File: config.mk
export PLATFORM = sky130hd
export DESIGN_NAME = clint
export DESIGN_NICKNAME = d
export VERILOG_FILES = /design/src/rtl/clint.sv
export SDC_FILE = /design/constraint.sdc
export NUM_CORES = 1
export LEC_CHECK = 0
export CAP_MARGIN = 20
export CORE_MARGIN = 2
export CORE_UTILIZATION = 68
export DETAILED_ROUTE_END_ITERATION = 10
export DONT_BUFFER_PORTS = 1
export PLACE_DENSITY = 0.81
export SETUP_SLACK_MARGIN = 0.3
export SLEW_MARGIN = 20
export SYNTH_ARGS = -nofsm -noshare
export SYNTH_HDL_FRONTEND = slang
export SYNTH_SLANG_ARGS = --single-unit
File: constraint.sdc
create_clock -name clock -period 7.95 [get_ports clock]
set_input_delay 0.3975 -clock clock [delete_from_list [all_inputs] [get_ports clock]]
set_output_delay 0.3975 -clock clock [all_outputs]
set_load 0.1 [all_outputs]
File: src/rtl/clint.sv
// Machine-mode core-local interruptor: msip/mtimecmp/mtime registers behind a 64 KiB data-memory window.
// Latency: request captured at edge N, mem_ready high for the single cycle N+1; one access per 2 cycles.
// Backpressure: none; the initiator holds mem_in until mem_ready, and requests are only sampled in IDLE.

package clint_pkg;

  localparam logic [1:0] M_MODE = 2'b11;

  typedef struct packed {
    logic        mem_valid;
    logic        mem_instr;
    logic [1:0]  mem_mode;
    logic [31:0] mem_addr;
    logic [31:0] mem_wdata;
    logic [3:0]  mem_wstrb;
  } mem_in_type;

  typedef struct packed {
    logic        mem_ready;
    logic        mem_error;
    logic [31:0] mem_rdata;
  } mem_out_type;

endpackage

module clint
  import clint_pkg::*;
#(
  parameter logic [31:0] BASE_ADDR = 32'h0200_0000,
  parameter int unsigned CLK_DIV   = 1
) (
  input  logic        clock,
  input  logic        reset,
  input  mem_in_type  mem_in,
  output mem_out_type mem_out,
  output logic        msip,
  output logic        mtip
);

  // Register offsets inside the window.
  localparam logic [15:0] OFF_MSIP      = 16'h0000;
  localparam logic [15:0] OFF_MTIMECMP  = 16'h4000;
  localparam logic [15:0] OFF_MTIMECMPH = 16'h4004;
  localparam logic [15:0] OFF_MTIME     = 16'hBFF8;
  localparam logic [15:0] OFF_MTIMEH    = 16'hBFFC;

  // Last prescaler value before it wraps and mtime advances.
  localparam logic [15:0] PRESC_MAX = 16'(CLK_DIV - 1);

  typedef enum logic {
    IDLE = 1'b0,
    RESP = 1'b1
  } state_t;

  state_t      state_q;
  logic        ready_q;
  logic        error_q;
  logic [31:0] rdata_q;

  logic        msip_q, msip_d;
  logic [63:0] mtimecmp_q, mtimecmp_d;
  logic [63:0] mtime_q, mtime_d;
  logic [15:0] presc_q, presc_d;
  logic        mtip_q;

  logic [15:0] offset;
  logic        sel_msip, sel_cmp_lo, sel_cmp_hi, sel_time_lo, sel_time_hi;
  logic        mapped;
  logic        req_err;
  logic        capture;
  logic        wr_en;
  logic        presc_wrap;
  logic [31:0] rd_dat;

  // Replace only the byte lanes whose strobe is set.
  function automatic logic [31:0] merge_bytes(input logic [31:0] old_dat,
                                              input logic [31:0] new_dat,
                                              input logic [3:0]  strb);
    logic [31:0] res;
    res = old_dat;
    for (int i = 0; i < 4; i++) begin
      if (strb[i]) res[8*i +: 8] = new_dat[8*i +: 8];
    end
    return res;
  endfunction

  assign offset      = mem_in.mem_addr[15:0];
  assign sel_msip    = (offset == OFF_MSIP);
  assign sel_cmp_lo  = (offset == OFF_MTIMECMP);
  assign sel_cmp_hi  = (offset == OFF_MTIMECMPH);
  assign sel_time_lo = (offset == OFF_MTIME);
  assign sel_time_hi = (offset == OFF_MTIMEH);
  assign mapped      = sel_msip | sel_cmp_lo | sel_cmp_hi | sel_time_lo | sel_time_hi;

  // Any failing check turns the access into an error with no side effects.
  assign req_err = (mem_in.mem_addr[1:0] != 2'b00)
                 | ~mapped
                 | (mem_in.mem_addr[31:16] != BASE_ADDR[31:16])
                 | mem_in.mem_instr
                 | (mem_in.mem_mode != M_MODE);

  assign capture = (state_q == IDLE) && mem_in.mem_valid;
  assign wr_en   = capture && !req_err && (mem_in.mem_wstrb != 4'b0000);

  assign presc_wrap = (presc_q == PRESC_MAX);

  // Read mux over the pre-edge register values.
  always_comb begin
    rd_dat = '0;
    if (sel_msip)         rd_dat = {31'b0, msip_q};
    else if (sel_cmp_lo)  rd_dat = mtimecmp_q[31:0];
    else if (sel_cmp_hi)  rd_dat = mtimecmp_q[63:32];
    else if (sel_time_lo) rd_dat = mtime_q[31:0];
    else if (sel_time_hi) rd_dat = mtime_q[63:32];
  end

  // Next-state for the prescaler, timer and software-writable registers.
  always_comb begin
    presc_d    = presc_wrap ? 16'd0 : presc_q + 16'd1;
    mtime_d    = presc_wrap ? mtime_q + 64'd1 : mtime_q;
    mtimecmp_d = mtimecmp_q;
    msip_d     = msip_q;
    if (wr_en) begin
      if (sel_msip && mem_in.mem_wstrb[0]) msip_d = mem_in.mem_wdata[0];
      if (sel_cmp_lo)
        mtimecmp_d[31:0] = merge_bytes(mtimecmp_q[31:0], mem_in.mem_wdata, mem_in.mem_wstrb);
      if (sel_cmp_hi)
        mtimecmp_d[63:32] = merge_bytes(mtimecmp_q[63:32], mem_in.mem_wdata, mem_in.mem_wstrb);
      // A software write to mtime wins over the tick; the other half stays as it was.
      if (sel_time_lo)
        mtime_d = {mtime_q[63:32], merge_bytes(mtime_q[31:0], mem_in.mem_wdata, mem_in.mem_wstrb)};
      if (sel_time_hi)
        mtime_d = {merge_bytes(mtime_q[63:32], mem_in.mem_wdata, mem_in.mem_wstrb), mtime_q[31:0]};
    end
  end

  // Timer, compare and msip state; mtip is a registered compare of current values.
  always_ff @(posedge clock or posedge reset) begin
    if (reset) begin
      presc_q    <= '0;
      mtime_q    <= '0;
      mtimecmp_q <= '1;
      msip_q     <= 1'b0;
      mtip_q     <= 1'b0;
    end else begin
      presc_q    <= presc_d;
      mtime_q    <= mtime_d;
      mtimecmp_q <= mtimecmp_d;
      msip_q     <= msip_d;
      mtip_q     <= (mtime_q >= mtimecmp_q);
    end
  end

  // Request/response FSM with registered response outputs.
  always_ff @(posedge clock or posedge reset) begin
    if (reset) begin
      state_q <= IDLE;
      ready_q <= 1'b0;
      error_q <= 1'b0;
      rdata_q <= '0;
    end else begin
      case (state_q)
        IDLE: begin
          if (capture) begin
            state_q <= RESP;
            ready_q <= 1'b1;
            error_q <= req_err;
            rdata_q <= req_err ? 32'd0 : rd_dat;
          end
        end
        RESP: begin
          state_q <= IDLE;
          ready_q <= 1'b0;
          error_q <= 1'b0;
          rdata_q <= '0;
        end
        default: begin
          state_q <= IDLE;
          ready_q <= 1'b0;
          error_q <= 1'b0;
          rdata_q <= '0;
        end
      endcase
    end
  end

  assign mem_out.mem_ready = ready_q;
  assign mem_out.mem_error = error_q;
  assign mem_out.mem_rdata = rdata_q;
  assign msip              = msip_q;
  assign mtip              = mtip_q;

endmodule

==> impl_metrics.toml, run 1 <==
[floorplanning]
die_area_mm2 = 0.0179
dieWidth_um = 134
start_util_pct = 69.3
core_area_mm2 = 0.0165
io_pins = 110
rows = 47
die_h_um = 134

[synth]
synth_nets = 1324
synthesis.area_mm2 = 0.0114
ys_ff_latch = 181
synth_area_leaders = "dfrtp_1, dfstp_2, ha_1"
synth_edf_count = 0
synth_top_cell_by_area = "dfrtp_1"
synth_area_per_cell_um2 = 9.68
synth_top_cell_area_share_pct = 25.6
synthCells = 1183
async_flop_share_pct = 100
yosysWarnings = 0
yosysUniqueCellTypes = 72
seq_area_frac_synth_pct = 40.3
synth_flop_cell = "dfrtp_1"

[cts]
htreeDepth = 4
cts_sinks = 181
cts_tree = "built"
numCtsBuffers = 17
clkLatencyLatePin_ns = 0.45
cts_hold_buffers = 0
cts_resized = 0
cts_root_buf = "clkbuf_16"
cts_setup_buffers = 0
clkTransAtPathRegs_ns = 0.07
clockBufferDepth = 2

[setup_path]
critPathSlowestCell = "nor4_1"
start_kind = "flop"
path_buf_inv = 1
worst_setup_path_end_kind = "flop"
worstPathCellList = "inv_1, ha_1, nor4b_1, nand4_1, nor4_1, o211a_1, a211oi_1, a211oi_1"
path_max_fanout = 13
crit_arrival_ns = 3.99
crit_family = "simple AND/OR/NAND/NOR gates"
cp_common_cell = "a211oi_1"
crit_type = "reg2reg"
regToRegStartpoint = "presc_q[0]"
crit_required_ns = 8.29
max_stage_delay_ns = 0.98
crit_start = "presc_q[0]"

[placement]
dp_slack_ns = 4.15
placed_cell_area_mm2 = 0.0116
place.gp.congestion = 0.930
hpwl_um = 22500
dp_cells = 1359
io_buffers = 0

[sta]
tns_ns = 0
fin_crit_ns = 3.65
slew_violations = 0
setup_viol = 0
fmax_ghz = 0.274
hold_violations = 0
hold_ws_ns = 0.0177
fin_crit_sh_pct = 45.9
grt_setup_unrepaired = "false"
tightest_slew_ns = 1.10
fin_skew_ns = 0.00673
slew_headroom_pct = 26.3
worst_slack_ns = 4.30

[layout]
antennaDiodeCount = 0
layout_common_cells = "dfrtp_1, inv_1, nand2_1"
final_area_mm2 = 0.0122
layout-drive-gt1-share_pct = 15.7
fin_nets = 1299
post-route-util_pct = 73.9
layout_commonest_cell = "dfrtp_1"
final_cell_count_no_fill = 1391
syn_to_final_growth_pct = 6.61

[drt]
detail_route.iter0.violations = 1225
antenna_left = 0
viasPerCell = 7.12
routedWlPerCell_um = 23.5
vias = 9909
wl_um = 32700
drt-pass1-iter-count = 6
route.detailed.drc = 0

[power]
p_per_area_mw_per_mm2 = 150
p_total_mw = 1.83
power.leakage_nw = 5.03
ir_drop_mv = 0.158

[grt]
grt_pass1_wl_um = 51600
grt_overflow = 0
grt_antenna_before_repair = 0
first_global_vias = 9632
grt_usage_pct = 37.1
grt_start_max_net_pins = 109

[hold_path]
min-delay-path-class = "in2async"

[run_status]
status = "finished clean"

[run]
drv_cap = 0
[path summary, 6_finish.rpt]
path | to | slack (ns) | depth (start not counted)
setup / recovery | mtime_q[60] | 4.30 | 8
hold / removal | rdata_q[17] | 0.02 | 1
setup reg to reg | mtime_q[60] | 4.30 | 8
hold reg to reg | ready_q | 0.48 | 1
max in group asynchronous | rdata_q[4] | 6.38 | 2
min in group clock | mtime_q[28] | 0.07 | 2
[kinds of logic after synthesis]
| group | Yosys count | share of synthesized area, % |
|---|---|---|
| AO/OA/AOI/OAI | 285 | 17.7 |
| XOR/XNOR | 17 | 1.30 |
| adder cells (fa/ha/maj) | 67 | 7.32 |
| buffers and inverters | 139 | 4.67 |
| flip-flops | 181 | 40.3 |
| multiplexers | 135 | 12.5 |
| AND/OR/NAND/NOR | 359 | 16.3 |
[state kept, by name, summed over array words and instances, names as in the netlist]
register	count
mtime_q	64
mtimecmp_q	64
rdata_q	32
presc_q	16
error_q	1
msip	1
mtip	1
ready_q	1
state_q	1
[synth_stat cells (4+ instances only)]
cell and number:
and4_1 10, clkbuf_1 40, dfstp_2 64, o22ai_1 38, a211o_1 8, and2_1 11, dfrtp_1 117, a21oi_1 42
buf_1 7, xnor2_1 15, a311oi_1 4, o311ai_0 8, ha_1 67, mux2i_1 72, buf_2 4, and3_1 20
inv_1 86, a22o_1 31, nand2_1 77, a2bb2oi_1 5, nand3_1 57, nand2b_1 10, nand4_1 25, nor2_1 54
a21o_1 5, o21ai_0 39, o211ai_1 19, nor3_1 44, or3_1 8, o21a_1 5, a32oi_1 6, nor2b_1 6
mux2_2 61, a31oi_1 6, nor4_1 20, a211oi_1 26, or4_1 6
[cell type report]
type | count | area [um^2]
clock buffer | 17 | 425
clock inverter | 15 | 164
fill | 1175 | 4320
inverter | 86 | 328
multi-input combinational | 863 | 6340
sequential | 181 | 4610
tap | 220 | 275
timing repair buffer | 9 | 67.6
[worst reg2reg max path, cell delays in order, from the launching register on]
cell and delay (ns):
dfrtp_1 0.44, inv_1 0.08, ha_1 0.13, nor4b_1 0.29, nand4_1 0.56, nor4_1 0.99, o211a_1 0.61, a211oi_1 0.16
a211oi_1 0.29
[power by group]
| group | leakage [nW] | switching, mW | total [mW] | internal [mW] |
|---|---|---|---|---|
| Sequential | 2.16 | 0.00884 | 0.932 | 0.923 |
| Combinational | 2.59 | 0.0344 | 0.0491 | 0.0148 |
| Clock | 0.286 | 0.408 | 0.853 | 0.445 |
| Total | 5.03 | 0.451 | 1.83 | 1.38 |
[layer usage]
metal | wire, um | track usage, %
met3 | 3460 | 9.93
met4 | 893 | 11.7
met5 | 0 | 0
met2 | 14800 | 57.6
met1 | 13500 | 51.0
(Power assumes the default switching activity.)
==> run 2, diff against run 1 <==
CORE_UTILIZATION = 65   (was 68)
PLACE_DENSITY = 0.78   (was 0.81)
clock period = 3.4 ns   (was 7.95 ns; I/O delays follow)
==> impl_metrics.toml, run 2 (synthesized netlist as in run 1, its figures left out) <==
[setup_path]
crit_required_ns = 3.77
worst_setup_path_end_kind = "flop"
critPathSlowestCell = "or4_1"
crit_family = "simple AND/OR/NAND/NOR gates"
worstPathCellList = "nand2b_1, or4_1, nor3_1, nand2_1, mux2_2"
start_kind = "flop"
crit_arrival_ns = 3.31
path_buf_inv = 0
crit_type = "reg2reg"
path_max_fanout = 8
max_stage_delay_ns = 0.73

[drt]
highest_layer = "met4"
route.detailed.drc = 0
vias = 10100
drt-pass1-iter-count = 7
route.met2.wl_um = 15600
wl_met1_um = 14400
antenna_left = 0
wl_um = 34000
routedWlPerCell_um = 23.3
viasPerCell = 6.93
detail_route.iter0.violations = 1148
wl_met3_um = 2960

[floorplanning]
die_h_um = 137
core_area_mm2 = 0.0172
start_util_pct = 66.4
io_pins = 110
dieWidth_um = 137
die_area_mm2 = 0.0187
rows = 48

[layout]
nFillCells = 1262
final_area_mm2 = 0.0128
layout_common_cells = "dfrtp_1, inv_1, nand2_1"
post-route-util_pct = 74.4
top_regs = "mtime_q x64, mtimecmp_q x64, rdata_q x32"
final_cell_count_no_fill = 1461
antennaDiodeCount = 0
syn_to_final_growth_pct = 12.0
fin_nets = 1364
layout-drive-gt1-share_pct = 17.3
layout_commonest_cell = "dfrtp_1"

[sta]
slew_headroom_pct = 35.4
setup_viol = 0
hold_ws_ns = 0.00537
fin_skew_ns = 0.0112
worst_slack_ns = 0.465
hold_violations = 0
tightest_slew_ns = 0.967
grt_setup_unrepaired = "false"
fmax_ghz = 0.341
slew_violations = 0
fin_crit_sh_pct = 86.3
tns_ns = 0
fin_crit_ns = 2.94

[cts]
cts_root_buf = "clkbuf_16"
clkLatencyLatePin_ns = 0.44
cts_setup_buffers = 0
cts_sinks = 181
numCtsBuffers = 17
htreeDepth = 4
clockBufferDepth = 2
clkTransAtPathRegs_ns = 0.07
cts_tree = "built"

[power]
ir_drop_mv = 0.366
p_total_mw = 4.38
p_per_area_mw_per_mm2 = 341
power.leakage_nw = 5.34

[grt]
grt_pass1_wl_um = 53800
grt_usage_pct = 37.6
grt_overflow = 0
grt_start_max_net_pins = 93
first_global_vias = 10000
grt_antenna_before_repair = 0

[run_status]
status = "finished clean"

[placement]
io_buffers = 0
place.gp.congestion = 0.966
hpwl_um = 23700
dp_cells = 1394
dp_slack_ns = 0.314
placed_cell_area_mm2 = 0.0119

[hold_path]
min-delay-path-class = "in2reg"

[run]
drv_cap = 0
-- run 2: cell count changes in the layout (fill, tap and decap cells not counted), moves of 2 or more --
cell           previous run  this run
dlygate4sd3_1             0        35
buf_4                     9        36
clkinv_4                  6         2
buf_12                    0         3
clkinvlp_4                1         3
inv_8                     2         4
-- run 2: cell type report --
type | count | area (um^2) | area share (%)
multi-input cells | 863 | 6340 | 49.4
flip-flops and latches | 181 | 4610 | 35.9
repair buffers | 74 | 681 | 5.31
clock buffers | 17 | 425 | 3.32
inverters | 86 | 327 | 2.55
well taps | 225 | 282 | 2.20
clock inverters | 15 | 164 | 1.28
-- run 2: timing repair --
item,in CTS,in global routing
hold buffers,35,0
gates resized for setup,0,3
endpoints found under the hold margin,150,0
endpoints found under the setup margin,0,11
-- run 2: report_power, final --
group | leakage (nW) | switching, mW | internal (mW)
sequential | 2.16 | 0.0203 | 2.16
combinational | 2.90 | 0.114 | 0.0673
clock | 0.285 | 0.973 | 1.05
-- run 2: worst reg2reg max path, cell delays in order (launching register included) --
cell,delay (ns)
dfrtp_1,0.40
nand2b_1,0.24
or4_1,0.73
nor3_1,0.60
nand2_1,0.48
mux2_2,0.41
-- run 2: final timing paths --
| check | from | endpoint | slack (ns) | depth (start not counted) |
|---|---|---|---|---|
| max | state_q | mtimecmp_q[13] | 0.46 | 5 |
| max in group asynchronous | reset | mtimecmp_q[46] | 2.04 | 3 |
| max reg2reg | state_q | mtimecmp_q[13] | 0.46 | 5 |
| min | mem_in[4] | mtime_q[0] | 0.005 | 2 |
| min in group asynchronous | reset | rdata_q[22] | 0.40 | 2 |
| min reg2reg | state_q | ready_q | 0.47 | 1 |
-- run 2: metal layers --
layer	vias to the layer above	GRT usage [%]
met1	4946	50.6
met5	-	0
met2	538	59.8
met3	85	8.67
met4	0	12.8
li1	4549	-
==> run 3, diff against run 2 <==
CORE_UTILIZATION = 50   (was 65)
PLACE_DENSITY = 0.62   (was 0.78)
==> impl_metrics.toml, run 3 (synthesized netlist as in run 1, its figures left out) <==
[run_status]
status = "finished clean"

[grt]
grt_start_max_net_pins = 94
grt_overflow = 0
grt_usage_pct = 29.6
grt_antenna_before_repair = 2
first_global_vias = 9599
grt_pass1_wl_um = 55000

[setup_path]
path_max_fanout = 8
rrSetupSlack_ns = 0.44
r2r_cells = 5
crit_type = "reg2reg"
crit_required_ns = 3.77
regToRegStartpoint = "state_q"
worstPathCellList = "nand2b_1, or4_1, nor3_1, nand2_1, mux2_2"
worst_setup_path_end_kind = "flop"
max_stage_delay_ns = 0.77
critPathSlowestCell = "or4_1"
crit_arrival_ns = 3.33
start_kind = "flop"
r2r_end = "mtimecmp_q[15]"

[sta]
fin_crit_ns = 2.96
setup_viol = 0
tns_ns = 0
tightest_slew_ns = 0.990
slew_violations = 0
fin_skew_ns = 0.0146
slew_headroom_pct = 33.8
fmax_ghz = 0.338
fin_crit_sh_pct = 87.1
grt_setup_unrepaired = "false"
hold_violations = 0

[power]
p_per_area_mw_per_mm2 = 333
comb_power_share_pct = 4.2
ir_drop_mv = 0.281
switching_share_pct = 25.9
p_int_mw = 3.19
p_sw_mw = 1.12
power_frac_seq_pct = 50.5
power.leakage_nw = 5.35
power_frac_clock_pct = 45.3

[cts]
clkTransAtPathRegs_ns = 0.07
numCtsBuffers = 17
cts_tree = "built"
clkLatencyLatePin_ns = 0.45
htreeDepth = 4
cts_sinks = 181
cts_root_buf = "clkbuf_16"
clockBufferDepth = 2

[layout]
layout_common_cells = "dfrtp_1, inv_1, nand2_1"
seqCellArea_mm2 = 0.00461
fin_nets = 1371
multi_input_area_mm2 = 0.00634
top_regs = "mtime_q x64, mtimecmp_q x64, rdata_q x32"
layout_commonest_cell = "dfrtp_1"
layout-drive-gt1-share_pct = 17.7
syn_to_final_growth_pct = 13.0
post-route-util_pct = 57.3
nFillCells = 2025

[floorplanning]
die_area_mm2 = 0.0241
die_h_um = 155
core_area_mm2 = 0.0226
dieWidth_um = 155
io_pins = 110
rows = 55
start_util_pct = 50.7

[drt]
wl_met1_um = 16200
highest_layer = "met4"
viasPerCell = 6.41
route.detailed.drc = 0
wl_um = 35000
route.met2.wl_um = 15600
wl_met3_um = 2260
routedWlPerCell_um = 22.8
drt-pass1-iter-count = 6
vias = 9814
antenna_left = 0
detail_route.iter0.violations = 1031

[placement]
io_buffers = 0
place.gp.congestion = 0.892
hpwl_um = 24500

[hold_path]
min-delay-path-class = "in2reg"
hold_end = "mtime_q[60]"
holdPathStages = 2
hp-start = "mem_in[32]"

[run]
drv_cap = 0
[run 3: worst max-delay path: cells and delay by family, from the launching register on]
family | cells | cell delay (ns)
flip-flops | 1 | 0.42
AND/OR/NAND/NOR | 4 | 2.07
multiplexers | 1 | 0.40
[run 3: power groups by stage]
stage | Sequential, mW | Clock [mW] | Combinational (mW)
6_report | 2.18 | 1.95 | 0.181
5_1_grt | 2.18 | 2.06 | 0.198
4_1_cts | 2.18 | 1.99 | 0.183
3_5_place_dp | 2.22 | 0 | 0.124
3_3_place_gp | 2.22 | 0 | 0.124
2_1_floorplan | 2.20 | 0 | 0.131
[run 3: what timing repair did]
action,CTS,global route
setup endpoints to repair,0,8
hold buffers,36,0
setup buffers,0,1
resized for setup,0,3
hold endpoints to repair,242,0
[run 3: how the worst max path moves through the flow]
stage | from | end | slack (ns) | depth (start not counted)
CTS | state_q | mtimecmp_q[63] | 0.48 | 5
finish | state_q | mtimecmp_q[15] | 0.44 | 5
floorplan | mem_in[37] | mtime_q[2] | 0.61 | 8
detailed placement | mem_in[37] | mtime_q[58] | 0.37 | 7
global placement | mem_in[37] | mtime_q[58] | 0.40 | 7
global route | presc_q[0] | mtime_q[60] | 0.34 | 11
[run 3: final cells by class]
cell class,instances,share of cell area (%)
Inverter,86,2.52
Timing Repair Buffer,81,5.69
Clock buffer,17,3.29
Multi-Input combinational cell,863,49.0
Tap cell,285,2.76
Antenna cell,3,0.0580
Sequential cell,181,35.6
Clock inverter,15,1.09
[run 3: through the flow]
step           cell area (um^2)  worst slack, ns  cells  power (mW)  hold slack, ns
3_3_place_gp              12000            0.399   1459        2.34           0.138
6_report                  12900            0.438   1531        4.31          0.0166
5_1_grt                   12900            0.337   1530        4.43          0.0133
4_1_cts                   12900            0.478   1527        4.35        0.000244
3_5_place_dp              12000            0.371   1459        2.34           0.143
2_1_floorplan             11500            0.609   1183        2.33           0.286
[run 3: layer usage]
layer / vias to the layer above / track usage [%]
met4: 0 / 9.57
li1: 4573 / -
met3: 58 / 6.30
met5: - / 0
met1: 4809 / 41.9
met2: 374 / 45.4
